`config.mk`:
```
export PLATFORM = sky130hd
export DESIGN_NAME = factor_display_sequencer
export DESIGN_NICKNAME = d
export VERILOG_FILES = /design/src/rtl/factor_display_sequencer.sv
export SDC_FILE = /design/constraint.sdc
export NUM_CORES = 1
export LEC_CHECK = 0
export CORE_ASPECT_RATIO = 0.7
export CORE_UTILIZATION = 37
export CTS_CLUSTER_SIZE = 8
export DETAILED_ROUTE_END_ITERATION = 12
export GPL_ROUTABILITY_DRIVEN = 0
export HOLD_SLACK_MARGIN = 0.15
export PLACE_DENSITY_LB_ADDON = 0.05
export SYNTH_ARGS = -nofsm -noshare
export SYNTH_HDL_FRONTEND = slang
export SYNTH_SLANG_ARGS = --single-unit
```
`constraint.sdc`:
```
create_clock -name clk -period 3.2 [get_ports clk]
set_input_delay 0.64 -clock clk [delete_from_list [all_inputs] [get_ports clk]]
set_output_delay 0.64 -clock clk [all_outputs]
set_load 0.1 [all_outputs]
```
`src/rtl/factor_display_sequencer.sv`:
```
`default_nettype none
// ============================================================================
// Module   : factor_display_sequencer
// Purpose  : Sequences one factorization per input number and then steps the
//            seven-segment digit stream through 1 and every divisor in 2..9.
//            Each digit is held for DWELL_COUNT cycles, and the hold can be
//            frozen with pause.
// Ports    : clk          - system clock
//            reset        - synchronous, active-high reset
//            number       - value to factorize (switches)
//            pause        - freeze the current digit and its dwell count
//            fact_start   - one-cycle launch pulse to the factorizer
//            fact_number  - operand presented to the factorizer
//            fact_done    - factorizer result valid (single-cycle pulse)
//            fact_factors - divisor mask, bit i set => (i+2) divides operand
//            factors      - latched divisor mask
//            digit        - digit to display (0, or 1..9)
//            digit_valid  - digit holds a meaningful value
//            busy         - factorization in progress (LAUNCH or WAIT)
// Revision : 1.0 - initial release
// ============================================================================
module factor_display_sequencer #(
    parameter int DWELL_COUNT    = 10_000_000,
    parameter int TIMEOUT_CYCLES = 255
) (
    input  logic       clk,
    input  logic       reset,
    input  logic [6:0] number,
    input  logic       pause,
    output logic       fact_start,
    output logic [6:0] fact_number,
    input  logic       fact_done,
    input  logic [7:0] fact_factors,
    output logic [7:0] factors,
    output logic [3:0] digit,
    output logic       digit_valid,
    output logic       busy
);

    localparam int c_DW = (DWELL_COUNT > 1) ? $clog2(DWELL_COUNT) : 1;
    localparam int c_TW = $clog2(TIMEOUT_CYCLES + 1);

    localparam logic [c_DW-1:0] c_DWELL_LAST = c_DW'(DWELL_COUNT - 1);
    localparam logic [c_TW-1:0] c_TMO_LAST   = c_TW'(TIMEOUT_CYCLES - 1);

    localparam logic [2:0] c_ST_IDLE   = 3'd0;
    localparam logic [2:0] c_ST_LAUNCH = 3'd1;
    localparam logic [2:0] c_ST_WAIT   = 3'd2;
    localparam logic [2:0] c_ST_SHOW   = 3'd3;
    localparam logic [2:0] c_ST_SCAN   = 3'd4;

    // ------------------------------------------------------------------
    // Registered state
    // ------------------------------------------------------------------
    logic [2:0]      r_state;
    logic            r_fact_start;
    logic [6:0]      r_fact_number;
    logic [7:0]      r_factors;
    logic [3:0]      r_digit;
    logic            r_digit_valid;
    logic            r_busy;
    logic [c_DW-1:0] r_dwell;
    logic [c_TW-1:0] r_tmo;
    logic [3:0]      r_cand;
    // Set when the display came from the number<2 path. fact_number is not
    // refreshed on that path, so change detection must not compare against it.
    logic            r_small;

    // ------------------------------------------------------------------
    // Next-state values
    // ------------------------------------------------------------------
    logic [2:0]      w_state_nxt;
    logic            w_fact_start_nxt;
    logic [6:0]      w_fact_number_nxt;
    logic [7:0]      w_factors_nxt;
    logic [3:0]      w_digit_nxt;
    logic            w_digit_valid_nxt;
    logic            w_busy_nxt;
    logic [c_DW-1:0] w_dwell_nxt;
    logic [c_TW-1:0] w_tmo_nxt;
    logic [3:0]      w_cand_nxt;
    logic            w_small_nxt;

    logic            w_changed;
    logic [15:0]     w_div_map;

    // Input number no longer matches what is being displayed.
    assign w_changed = r_small ? (number >= 7'd2) : (number != r_fact_number);

    // Divisor map indexed directly by candidate value: bit k set => k divides
    // the operand. Only indices 2..9 are ever consulted.
    assign w_div_map = {6'b000000, r_factors, 2'b00};

    always_comb begin
        w_state_nxt       = r_state;
        w_fact_start_nxt  = 1'b0;
        w_fact_number_nxt = r_fact_number;
        w_factors_nxt     = r_factors;
        w_digit_nxt       = r_digit;
        w_digit_valid_nxt = r_digit_valid;
        w_dwell_nxt       = r_dwell;
        w_tmo_nxt         = r_tmo;
        w_cand_nxt        = r_cand;
        w_small_nxt       = r_small;

        case (r_state)
            c_ST_IDLE: begin
                if (number < 7'd2) begin
                    w_state_nxt       = c_ST_SHOW;
                    w_factors_nxt     = 8'h00;
                    w_digit_nxt       = 4'd1;
                    w_digit_valid_nxt = 1'b1;
                    w_dwell_nxt       = '0;
                    w_small_nxt       = 1'b1;
                end else begin
                    // Operand is captured here so it is already stable in
                    // the cycle where fact_start is high.
                    w_state_nxt       = c_ST_LAUNCH;
                    w_fact_start_nxt  = 1'b1;
                    w_fact_number_nxt = number;
                    w_small_nxt       = 1'b0;
                end
            end

            c_ST_LAUNCH: begin
                w_tmo_nxt   = '0;
                w_state_nxt = c_ST_WAIT;
            end

            c_ST_WAIT: begin
                if (w_changed) begin
                    // A change in the same cycle as fact_done discards it.
                    w_state_nxt       = c_ST_IDLE;
                    w_digit_nxt       = 4'd0;
                    w_digit_valid_nxt = 1'b0;
                end else if (fact_done) begin
                    w_state_nxt       = c_ST_SHOW;
                    w_factors_nxt     = fact_factors;
                    w_digit_nxt       = 4'd1;
                    w_digit_valid_nxt = 1'b1;
                    w_dwell_nxt       = '0;
                end else if (r_tmo == c_TMO_LAST) begin
                    w_state_nxt       = c_ST_SHOW;
                    w_factors_nxt     = 8'h00;
                    w_digit_nxt       = 4'd1;
                    w_digit_valid_nxt = 1'b1;
                    w_dwell_nxt       = '0;
                end else begin
                    w_tmo_nxt = r_tmo + c_TW'(1);
                end
            end

            c_ST_SHOW: begin
                if (w_changed) begin
                    w_state_nxt       = c_ST_IDLE;
                    w_digit_nxt       = 4'd0;
                    w_digit_valid_nxt = 1'b0;
                end else if (!pause) begin
                    if (r_dwell == c_DWELL_LAST) begin
                        w_dwell_nxt = '0;
                        w_cand_nxt  = r_digit + 4'd1;
                        w_state_nxt = c_ST_SCAN;
                    end else begin
                        w_dwell_nxt = r_dwell + c_DW'(1);
                    end
                end
            end

            c_ST_SCAN: begin
                // The old digit stays on the display while candidates are
                // walked one per cycle; these cycles do not count as dwell.
                if (w_changed) begin
                    w_state_nxt       = c_ST_IDLE;
                    w_digit_nxt       = 4'd0;
                    w_digit_valid_nxt = 1'b0;
                end else if (r_cand > 4'd9) begin
                    w_digit_nxt = 4'd1;
                    w_state_nxt = c_ST_SHOW;
                end else if (w_div_map[r_cand]) begin
                    w_digit_nxt = r_cand;
                    w_state_nxt = c_ST_SHOW;
                end else begin
                    w_cand_nxt = r_cand + 4'd1;
                end
            end

            default: begin
                w_state_nxt       = c_ST_IDLE;
                w_digit_nxt       = 4'd0;
                w_digit_valid_nxt = 1'b0;
            end
        endcase

        w_busy_nxt = (w_state_nxt == c_ST_LAUNCH) || (w_state_nxt == c_ST_WAIT);
    end

    always_ff @(posedge clk) begin
        if (reset) begin
            r_state       <= c_ST_IDLE;
            r_fact_start  <= 1'b0;
            r_fact_number <= 7'd0;
            r_factors     <= 8'h00;
            r_digit       <= 4'd0;
            r_digit_valid <= 1'b0;
            r_busy        <= 1'b0;
            r_dwell       <= '0;
            r_tmo         <= '0;
            r_cand        <= 4'd0;
            r_small       <= 1'b0;
        end else begin
            r_state       <= w_state_nxt;
            r_fact_start  <= w_fact_start_nxt;
            r_fact_number <= w_fact_number_nxt;
            r_factors     <= w_factors_nxt;
            r_digit       <= w_digit_nxt;
            r_digit_valid <= w_digit_valid_nxt;
            r_busy        <= w_busy_nxt;
            r_dwell       <= w_dwell_nxt;
            r_tmo         <= w_tmo_nxt;
            r_cand        <= w_cand_nxt;
            r_small       <= w_small_nxt;
        end
    end

    assign fact_start  = r_fact_start;
    assign fact_number = r_fact_number;
    assign factors     = r_factors;
    assign digit       = r_digit;
    assign digit_valid = r_digit_valid;
    assign busy        = r_busy;

endmodule
`default_nettype wire
```
# After elaboration in Yosys (flattened, before gate mapping)
# Cells that the tools add are included.
# word_totals
reg_bits,62
rom_bits,0
mem_bits_rw,0
latch_bits,0
out_inout_bits,22
inputBits,19
elab_cells,116
memories,0
# classes
magnitude_cmp,4
n_eq_ne,24
n_mul,0
add_sub_neg,4
bitwise,3
shifts,0
div,0
reduce_logical,15
n_mux,55
# op_table
operator,n
two-way mux 24 bit,7
one-hot mux 24 bit (3 select lines),1
two-way mux 4 bit,14
two-way mux 8 bit,7
one-hot mux 8 bit (2 select lines),2
two-way mux 3 bit,9
adder 24 x 1 -> 24 bit (second input constant),1
equality test 24 bit (second input constant),1
inequality test 2 bit (second input constant),11
one-hot mux 4 bit (5 select lines),1
one-hot mux 3 bit (5 select lines),1
AND reduction 4 bit,3
equality test 3 x 2 -> 1 bit (second input constant),3
two-way mux 1 bit,9
adder 4 x 1 -> 4 bit (second input constant),2
adder 8 x 1 -> 8 bit (second input constant),1
equality test 8 bit (second input constant),1
inequality test 4 bit (second input constant),2
one-hot mux 4 bit (2 select lines),1
greater-or-equal comparator 7 x 2 -> 1 bit (second input constant),1
less-than comparator 7 x 2 -> 1 bit (second input constant),1
inequality test 7 bit,1
AND reduction 7 bit,1
equality test 3 x 1 -> 1 bit (second input constant),2
other kinds (17),22

# Depth between registers and ports, before layout
# Gate-level depths: netlist (run 1).
# logic_depth
word_depth,8
mapped_depth,8
ltp_nobuf,7

# Worst setup path before layout (run 1)
# No wires, ideal clock.
# synth_path
path_kind,flip-flop to flip-flop
from,register r_fact_number[0] (netlist: fact_number[0])
to,register r_dwell[21]
t_arrival_ns,2.684
required_time_ns,3.129
synth_period_minus_slack_ns,2.755
path_buffers,2
stages_incl_launch_ff,9
setup_ns,0.071
slack_ns,0.445
cell_sequence,dfxtp_1 > xor2_1 > nor4_2 > a211o_1 > buf_2 > nand3_1 > buf_2 > or4_1 > a21oi_1
# synth_via
elab_chain_len,4
elab_cells_between_ends,5
classes_between,eq/ne: 3; mux: 1; reduce/logical: 1
# synth_lines
element,line_no,rtl
"start, declared",57,logic [6:0] r_fact_number;
"start signal, assigned",213,r_fact_number <= w_fact_number_nxt;
inequality test 7 bit *,88,assign w_changed = r_small ? (number >= 7'd2) : (number != r_fact_number);
two-way mux 1 bit *,88,
inequality test 2 bit (no source line),--,
AND reduction 6 bit (no source line) *,--,
"end signal, assigned",218,r_dwell <= w_dwell_nxt;
"end, declared",62,logic [c_DW-1:0] r_dwell;
# Mark *: on every way between the ends. The rest lies on a longest branch, timed or not.
# A chain may end at the register's enable or synchronous reset.

# Final worst setup path (run 1)
# layout_path
from,input number[3]
to,register r_dwell[3]
# layout_via
elab_chain_len,4
elab_cells_between_ends,8
classes_between,order compare: 2; eq/ne: 4; mux: 1; reduce/logical: 1
# layout_lines
element,line_no,rtl
"start, declared",28,"input logic [6:0] number,"
greater-or-equal comparator 7 x 2 -> 1 bit or inequality test 7 bit (tied branches),88,
two-way mux 1 bit,88,
inequality test 2 bit (no source line),--,
AND reduction 6 bit (no source line) *,--,
# Marked as above.

==> impl_metrics.csv, run 1 <==
group,metric,value,unit
critical_path,path_class,"primary input to register",
timing,period_minus_slack,2770,ps
critical_path,path_delay_family,"simple AND/OR/NAND/NOR gates",
cts,cts-root-buf,"clkbuf_16",
power_and_ir_drop,power.share.clock,47.7,%
global_route,gr-total-overflow,0,
critical_path,path_cells,"clkdlybuf4s50_1 -> nor4_2 -> buf_4 -> a32oi_1 -> a211oi_4 -> buf_4 -> nand2_2 -> or4b_1 -> a21oi_1",
placed_design,dp_slack,114,ps
final_layout,insertedDiodeCount,0,
cts,cts_sinks,62,
synthesis,yosysWarnings,0,
die,core-area,8550,um^2
power_and_ir_drop,p_int,1.52,mW
global_route,first_global_vias,2826,
cts,clkTransAtPathRegs,50,ps
final_layout,area_growth_syn_to_layout,26.7,%
critical_path,startpoint_type,"primary input",
global_route,antenna_found_initial,0,
timing,timing.final.max_slew_violations,0,
timing,tns,0,ps
final_layout,nNetsFinal,479,
drt,dr.pass1.iters,5,
placed_design,hpwlAfterDp,6.16,mm
die,die_w,115,um
drt,vias,3158,
synthesis,synth_area,3290,um^2
drt,top_layer_used,"met4",
global_route,grt_pass1_wl,14.1,mm
critical_path,arrival,3020,ps
power_and_ir_drop,vdd_drop_max,239,uV
synthesis,synth_top_cell_area_share,37.7,%
critical_path,cp_common_cell,"buf_4",
timing,relSlewSlack,35.6,%
die,initial_utilization,38.5,%
synthesis,syn_area_per_cell,8.15,um^2
power_and_ir_drop,swShare,26.3,%
timing,tightest_slew,958,ps
cts,post_cts_buffers,0,
outcome,status,"completed",
cts,cts_tree,"done",
critical_path,worst_ep_required_time,3460,ps
power_and_ir_drop,pwr-share-comb,13.2,%
timing,grt_setup_unrepaired,"no",
timing,layout_worst_path_cycle_share,86.4,%
timing,fin_skew,6.13,ps
synthesis,synth_top_cell_by_area,"dfxtp_1",
synthesis,synth_common_cells,"62 x dfxtp_1, 42 x a21oi_1, 38 x nand2_1, 35 x o21ai_0, 28 x nor2_1",
timing,finalSetupViolations,0,
critical_path,cp-end-kind,"register",
die,ios,41,
synthesis,synthArstFlopShare,0,%
critical_path,worst_path_max_delay_cell,"or4b_1",
synthesis,seq_area_frac_synth,37.7,%
synthesis,synth_edf_count,0,
timing,timing.fmax,0.362,GHz
power_and_ir_drop,p_per_area,493,nW/um^2
flow_run,maxCapViolCount,0,
drt,routed_wirelength,8.46,mm
min_path,hold_class,"register to register",
drt,ant_nets,0,
cts,cts_inserted_buffers,9,
drt,viasPerCell,5.44,
cts,h-tree-depth,3,
placed_design,dpl-instance-area,3870,um^2
synthesis,synth_seq_cells,62,
critical_path,crit_fanout,7,
synthesis,synth_ff_type,"dfxtp_1",
final_layout,drive_gt1_share,16.5,%
timing,setup_slack,435,ps
placed_design,portBuffers,40,
die,die_h,80.9,um
synthesis,post-synth-top-count-cell,"dfxtp_1",
synthesis,synth_cell_type_count,56,
cts,cts_buffer_depth,2,
synthesis,netlist_top_cells_area,"dfxtp_1 38%, a21oi_1 6.4%, o21ai_0 5.3%",
critical_path,critical_path_buf_inv_count,3,
global_route,grt_usage,19.5,%
power_and_ir_drop,pwr-share-seq,39.2,%
power_and_ir_drop,p_sw,542,uW
power_and_ir_drop,p_leak,1.51,nW
die,row_count,28,
synthesis,netlist_instances,404,
critical_path,slowest_delay,510,ps
cts,cts-hold-fix-buffers,0,
synthesis,syn_nets,427,
drt,drc,0,
drt,wl_per_cell,14.6,um
drt,drtIter0Drc,185,
drt,routed-wl-met2,3.38,mm
timing,hold_violations,0,
die,die_area,9290,um^2
cts,clock_latency,330,ps
drt,wl_met3,407,um
drt,wl_met1,4.57,mm
cts,cts_resized,0,
global_route,grt_max_degree,19,
final_layout,stdcell_area,4170,um^2
[per-layer routing]
layer,track usage [%],vias up
li1,-,1607
met1,29.1,1479
met2,26.4,60
met3,5.15,12
met4,6.62,0
met5,0,-
[flip-flops by register name, summed over array words and instances, names as in the netlist]
signal	flops
digit	4
busy	1
r_small	1
r_cand	4
r_tmo	8
digit_valid	1
r_dwell	24
fact_start	1
fact_number	7
r_state	3
factors	8
[logic make-up after synthesis]
| logic type | synth area share, % |
|---|---|
| buf+inv | 3.65 |
| compound gates | 20.7 |
| simple gates | 29.8 |
| xor+xnor | 3.72 |
| fa+ha+maj | 1.52 |
| flops | 37.7 |
| mux | 2.92 |
[power by group through the flow]
stage	sequential [mW]	clock [mW]	combinational (mW)
2_1_floorplan	0.898	0	0.0984
3_5_place_dp	0.822	0	0.270
6_report	0.806	0.981	0.271
3_3_place_gp	0.822	0	0.270
4_1_cts	0.806	1.00	0.271
5_1_grt	0.808	1.04	0.289
[worst reg2reg max path: stages, from the launching register on]
cell	delay, ps
dfxtp_1	400
and4_1	290
a41oi_1	270
a211oi_4	360
buf_4	200
nand2_2	100
or4b_1	510
a21oi_1	170
[layout by cell type (no fill, tap or decap), types with 3 or more instances in the layout]
cell type,n
and4_1,5
xor2_1,12
buf_4,44
mux2i_1,4
or2_2,3
nand3_1,13
or3_1,12
nor3_1,6
and3_1,7
nand3b_1,17
nand2_1,38
nand4_1,7
ha_1,4
clkdlybuf4s50_1,18
nor2_1,28
mux2_2,5
a21oi_1,42
or4_1,10
o31ai_1,11
o21ai_0,35
clkbuf_16,9
dfxtp_1,62
a31oi_1,4
nor4_2,3
and2_1,3
clkinv_2,3
inv_1,10
nor3b_1,4
[cell type report]
class                           count  area, um^2
Fill cell                         887        4370
Multi-Input combinational cell    311        1930
Sequential cell                    62        1240
Timing Repair Buffer               62         510
Clock buffer                       12         256
Tap cell                          120         150
Clock inverter                      4        45.0
Inverter                           10        37.5
[through the flow]
| step | power [mW] | hold WS [ps] | utilization (%) | instances |
|---|---|---|---|---|
| floorplan | 0.996 | 447 | - | 404 |
| global placement | 1.09 | 458 | 45.3 | 565 |
| detailed placement | 1.09 | 469 | 45.3 | 565 |
| CTS | 2.08 | 482 | 48.8 | 581 |
| global route | 2.13 | 506 | 48.8 | 581 |
| finish | 2.06 | 476 | 48.8 | 581 |
[worst paths after layout]
check,to,slack [ps],start,cells after the start
max,r_dwell[3],430,number[3],9
min,r_tmo[5],480,r_tmo[5],2
max reg2reg,r_dwell[3],830,r_tmo[2],7
min reg2reg,r_tmo[5],480,r_tmo[5],2
(Power assumes the default switching activity.)
==> run 2: changes to the inputs <==
--- a/config.mk
+++ b/config.mk
@@ -7,7 +7,6 @@
 export LEC_CHECK = 0
 export CORE_ASPECT_RATIO = 0.7
 export CORE_UTILIZATION = 37
-export CTS_CLUSTER_SIZE = 8
 export DETAILED_ROUTE_END_ITERATION = 12
 export GPL_ROUTABILITY_DRIVEN = 0
 export HOLD_SLACK_MARGIN = 0.15
==> results of run 2 <==
No change in the layout: final DEF, timing and power equal those of run 1.
==> run 3: changes to the inputs <==
--- a/config.mk
+++ b/config.mk
@@ -10,6 +10,7 @@
 export DETAILED_ROUTE_END_ITERATION = 12
 export GPL_ROUTABILITY_DRIVEN = 0
 export HOLD_SLACK_MARGIN = 0.15
+export MAX_ROUTING_LAYER = met4
 export PLACE_DENSITY_LB_ADDON = 0.05
 export SYNTH_ARGS = -nofsm -noshare
 export SYNTH_HDL_FRONTEND = slang
==> run 3 against run 2 <==
- maximum frequency about the same
- die area unchanged
- sequential share of layout area unchanged
- core utilization unchanged
- global-route usage up 0.59 points
- register-to-register slack about the same
- via count down 0.25%
- critical path depth unchanged
- critical path type unchanged
- critical endpoint unchanged
- largest power group unchanged
- highest routed layer unchanged
==> impl_metrics.csv, run 3 (synthesis gave the netlist of run 1 again) <==
group,metric,value,unit
global_route,antenna_found_initial,0,
min_path,hold_path_depth,2,
drt,drc,0,
timing,period_minus_slack,2770,ps
power_and_ir_drop,p_int,1.52,mW
die,die_w,115,um
flow_run,maxCapViolCount,0,
die,row_count,28,
placed_design,hpwlAfterDp,6.16,mm
drt,vias,3150,
cts,cts_resized,0,
timing,hold_violations,0,
cts,cts-hold-fix-buffers,0,
power_and_ir_drop,power,2.06,mW
power_and_ir_drop,p_per_area,493,nW/um^2
global_route,grt_pass1_wl,14.1,mm
critical_path,r2r-start,"r_tmo[2]",
critical_path,crit_fanout,7,
placed_design,dpl.cell_count,565,
outcome,status,"completed",
cts,cts-root-buf,"clkbuf_16",
drt,drtIter0Drc,175,
drt,dr.pass1.iters,5,
cts,cts_buffer_depth,2,
min_path,worstHoldStart,"r_tmo[5]",
die,core-area,8550,um^2
power_and_ir_drop,power.share.clock,47.7,%
final_layout,layout_common_cells,"62 x dfxtp_1, 44 x buf_4, 42 x a21oi_1",
power_and_ir_drop,p_leak,1.51,nW
power_and_ir_drop,vdd_drop_max,239,uV
cts,cts_sinks,62,
global_route,gr-total-overflow,0,
cts,clock_latency,330,ps
final_layout,final_cell_count_no_fill,581,
timing,layout_worst_path_cycle_share,86.4,%
critical_path,worst_path_max_delay_cell,"or4b_1",
timing,relSlewSlack,35.4,%
min_path,hold_class,"register to register",
global_route,first_global_vias,2823,
final_layout,area_growth_syn_to_layout,26.7,%
timing,tns,0,ps
critical_path,worst_ep_required_time,3460,ps
die,die_h,80.9,um
cts,cts_tree,"done",
critical_path,critical_path_buf_inv_count,3,
die,initial_utilization,38.5,%
critical_path,path_class,"primary input to register",
timing,grt_setup_unrepaired,"no",
critical_path,path_cells,"clkdlybuf4s50_1 -> nor4_2 -> buf_4 -> a32oi_1 -> a211oi_4 -> buf_4 -> nand2_2 -> or4b_1 -> a21oi_1",
power_and_ir_drop,swShare,26.3,%
global_route,grt_usage,20.1,%
power_and_ir_drop,p_sw,542,uW
drt,wl_per_cell,14.6,um
drt,viasPerCell,5.42,
critical_path,slowest_delay,510,ps
drt,ant_nets,0,
final_layout,nNetsFinal,479,
critical_path,rrSetupSlack,830,ps
critical_path,arrival,3020,ps
drt,routed_wirelength,8.47,mm
placed_design,portBuffers,40,
timing,timing.fmax,0.362,GHz
timing,fin_skew,6.02,ps
final_layout,drive_gt1_share,16.5,%
critical_path,path_delay_family,"simple AND/OR/NAND/NOR gates",
critical_path,reg2reg_to,"r_dwell[3]",
power_and_ir_drop,pwr-share-seq,39.2,%
critical_path,rr_worst_depth,7,
die,ios,41,
cts,clkTransAtPathRegs,50,ps
final_layout,largest_reg_flops,24,
final_layout,layout_commonest_cell,"dfxtp_1",
cts,post_cts_buffers,0,
min_path,hold_end,"r_tmo[5]",
final_layout,insertedDiodeCount,0,
timing,finalSetupViolations,0,
timing,tightest_slew,961,ps
die,die_area,9290,um^2
cts,cts_inserted_buffers,9,
timing,timing.final.max_slew_violations,0,
critical_path,startpoint_type,"primary input",
power_and_ir_drop,pwr-share-comb,13.2,%
final_layout,top_register,"r_dwell",
critical_path,cp-end-kind,"register",
global_route,grt_max_degree,19,
critical_path,cp_common_cell,"buf_4",
cts,h-tree-depth,3,
## run 3: cell counts in the layout (fill, tap and decap cells not counted)
No cell type changed its count.
## run 3: layer usage
layer | wire (um) | share of wire, % | GRT usage [%] | vias to the layer above
li1 | - | - | - | 1606
met1 | 4610 | 54 | 29.1 | 1476
met2 | 3370 | 40 | 26.4 | 55
met3 | 371 | 4.4 | 5.15 | 13
met4 | 118 | 1.4 | 6.62 | 0
met5 | 0 | 0 | - | -
## run 3: how the worst max path moves through the flow
stage / from / endpoint / slack, ps / cells past startpoint
final: number[3] / r_dwell[3] / 430 / 9
after global placement: number[3] / r_dwell[10] / 130 / 9
after detailed placement: number[3] / r_dwell[10] / 110 / 9
after floorplan: fact_number[0] / r_dwell[21] / 450 / 8
after CTS: number[3] / r_dwell[10] / 450 / 9
after global routing: number[3] / r_dwell[16] / 270 / 9
## run 3: tightest hold or removal path, cell delays in order (launching register included)
cell,delay [ps]
dfxtp_1,310
o31ai_1,60
a21oi_1,50
## run 3: final cells by class
| cell class | count | area [um^2] |
|---|---|---|
| Multi-Input combinational cell | 311 | 1930 |
| Tap cell | 120 | 150 |
| Fill cell | 887 | 4370 |
| Clock inverter | 4 | 45.0 |
| Clock buffer | 12 | 256 |
| Inverter | 10 | 37.5 |
| Sequential cell | 62 | 1240 |
| Timing Repair Buffer | 62 | 510 |
## run 3: per-stage QoR
step / setup slack [ps] / area, um^2 / hold WS [ps] / utilization (%)
after floorplan: 445 / 3290 / 447 / -
after global placement: 125 / 3870 / 458 / 45.3
after detailed placement: 114 / 3870 / 469 / 45.3
after CTS: 446 / 4170 / 482 / 48.8
after global routing: 272 / 4170 / 506 / 48.8
final: 434 / 4170 / 476 / 48.8
## run 3: power groups by stage
stage / Combinational, mW / Sequential (mW) / Clock, mW
floorplan: 0.0984 / 0.898 / 0
global placement: 0.270 / 0.822 / 0
detailed placement: 0.270 / 0.822 / 0
CTS: 0.271 / 0.806 / 1.00
global route: 0.289 / 0.808 / 1.04
finish: 0.271 / 0.806 / 0.981
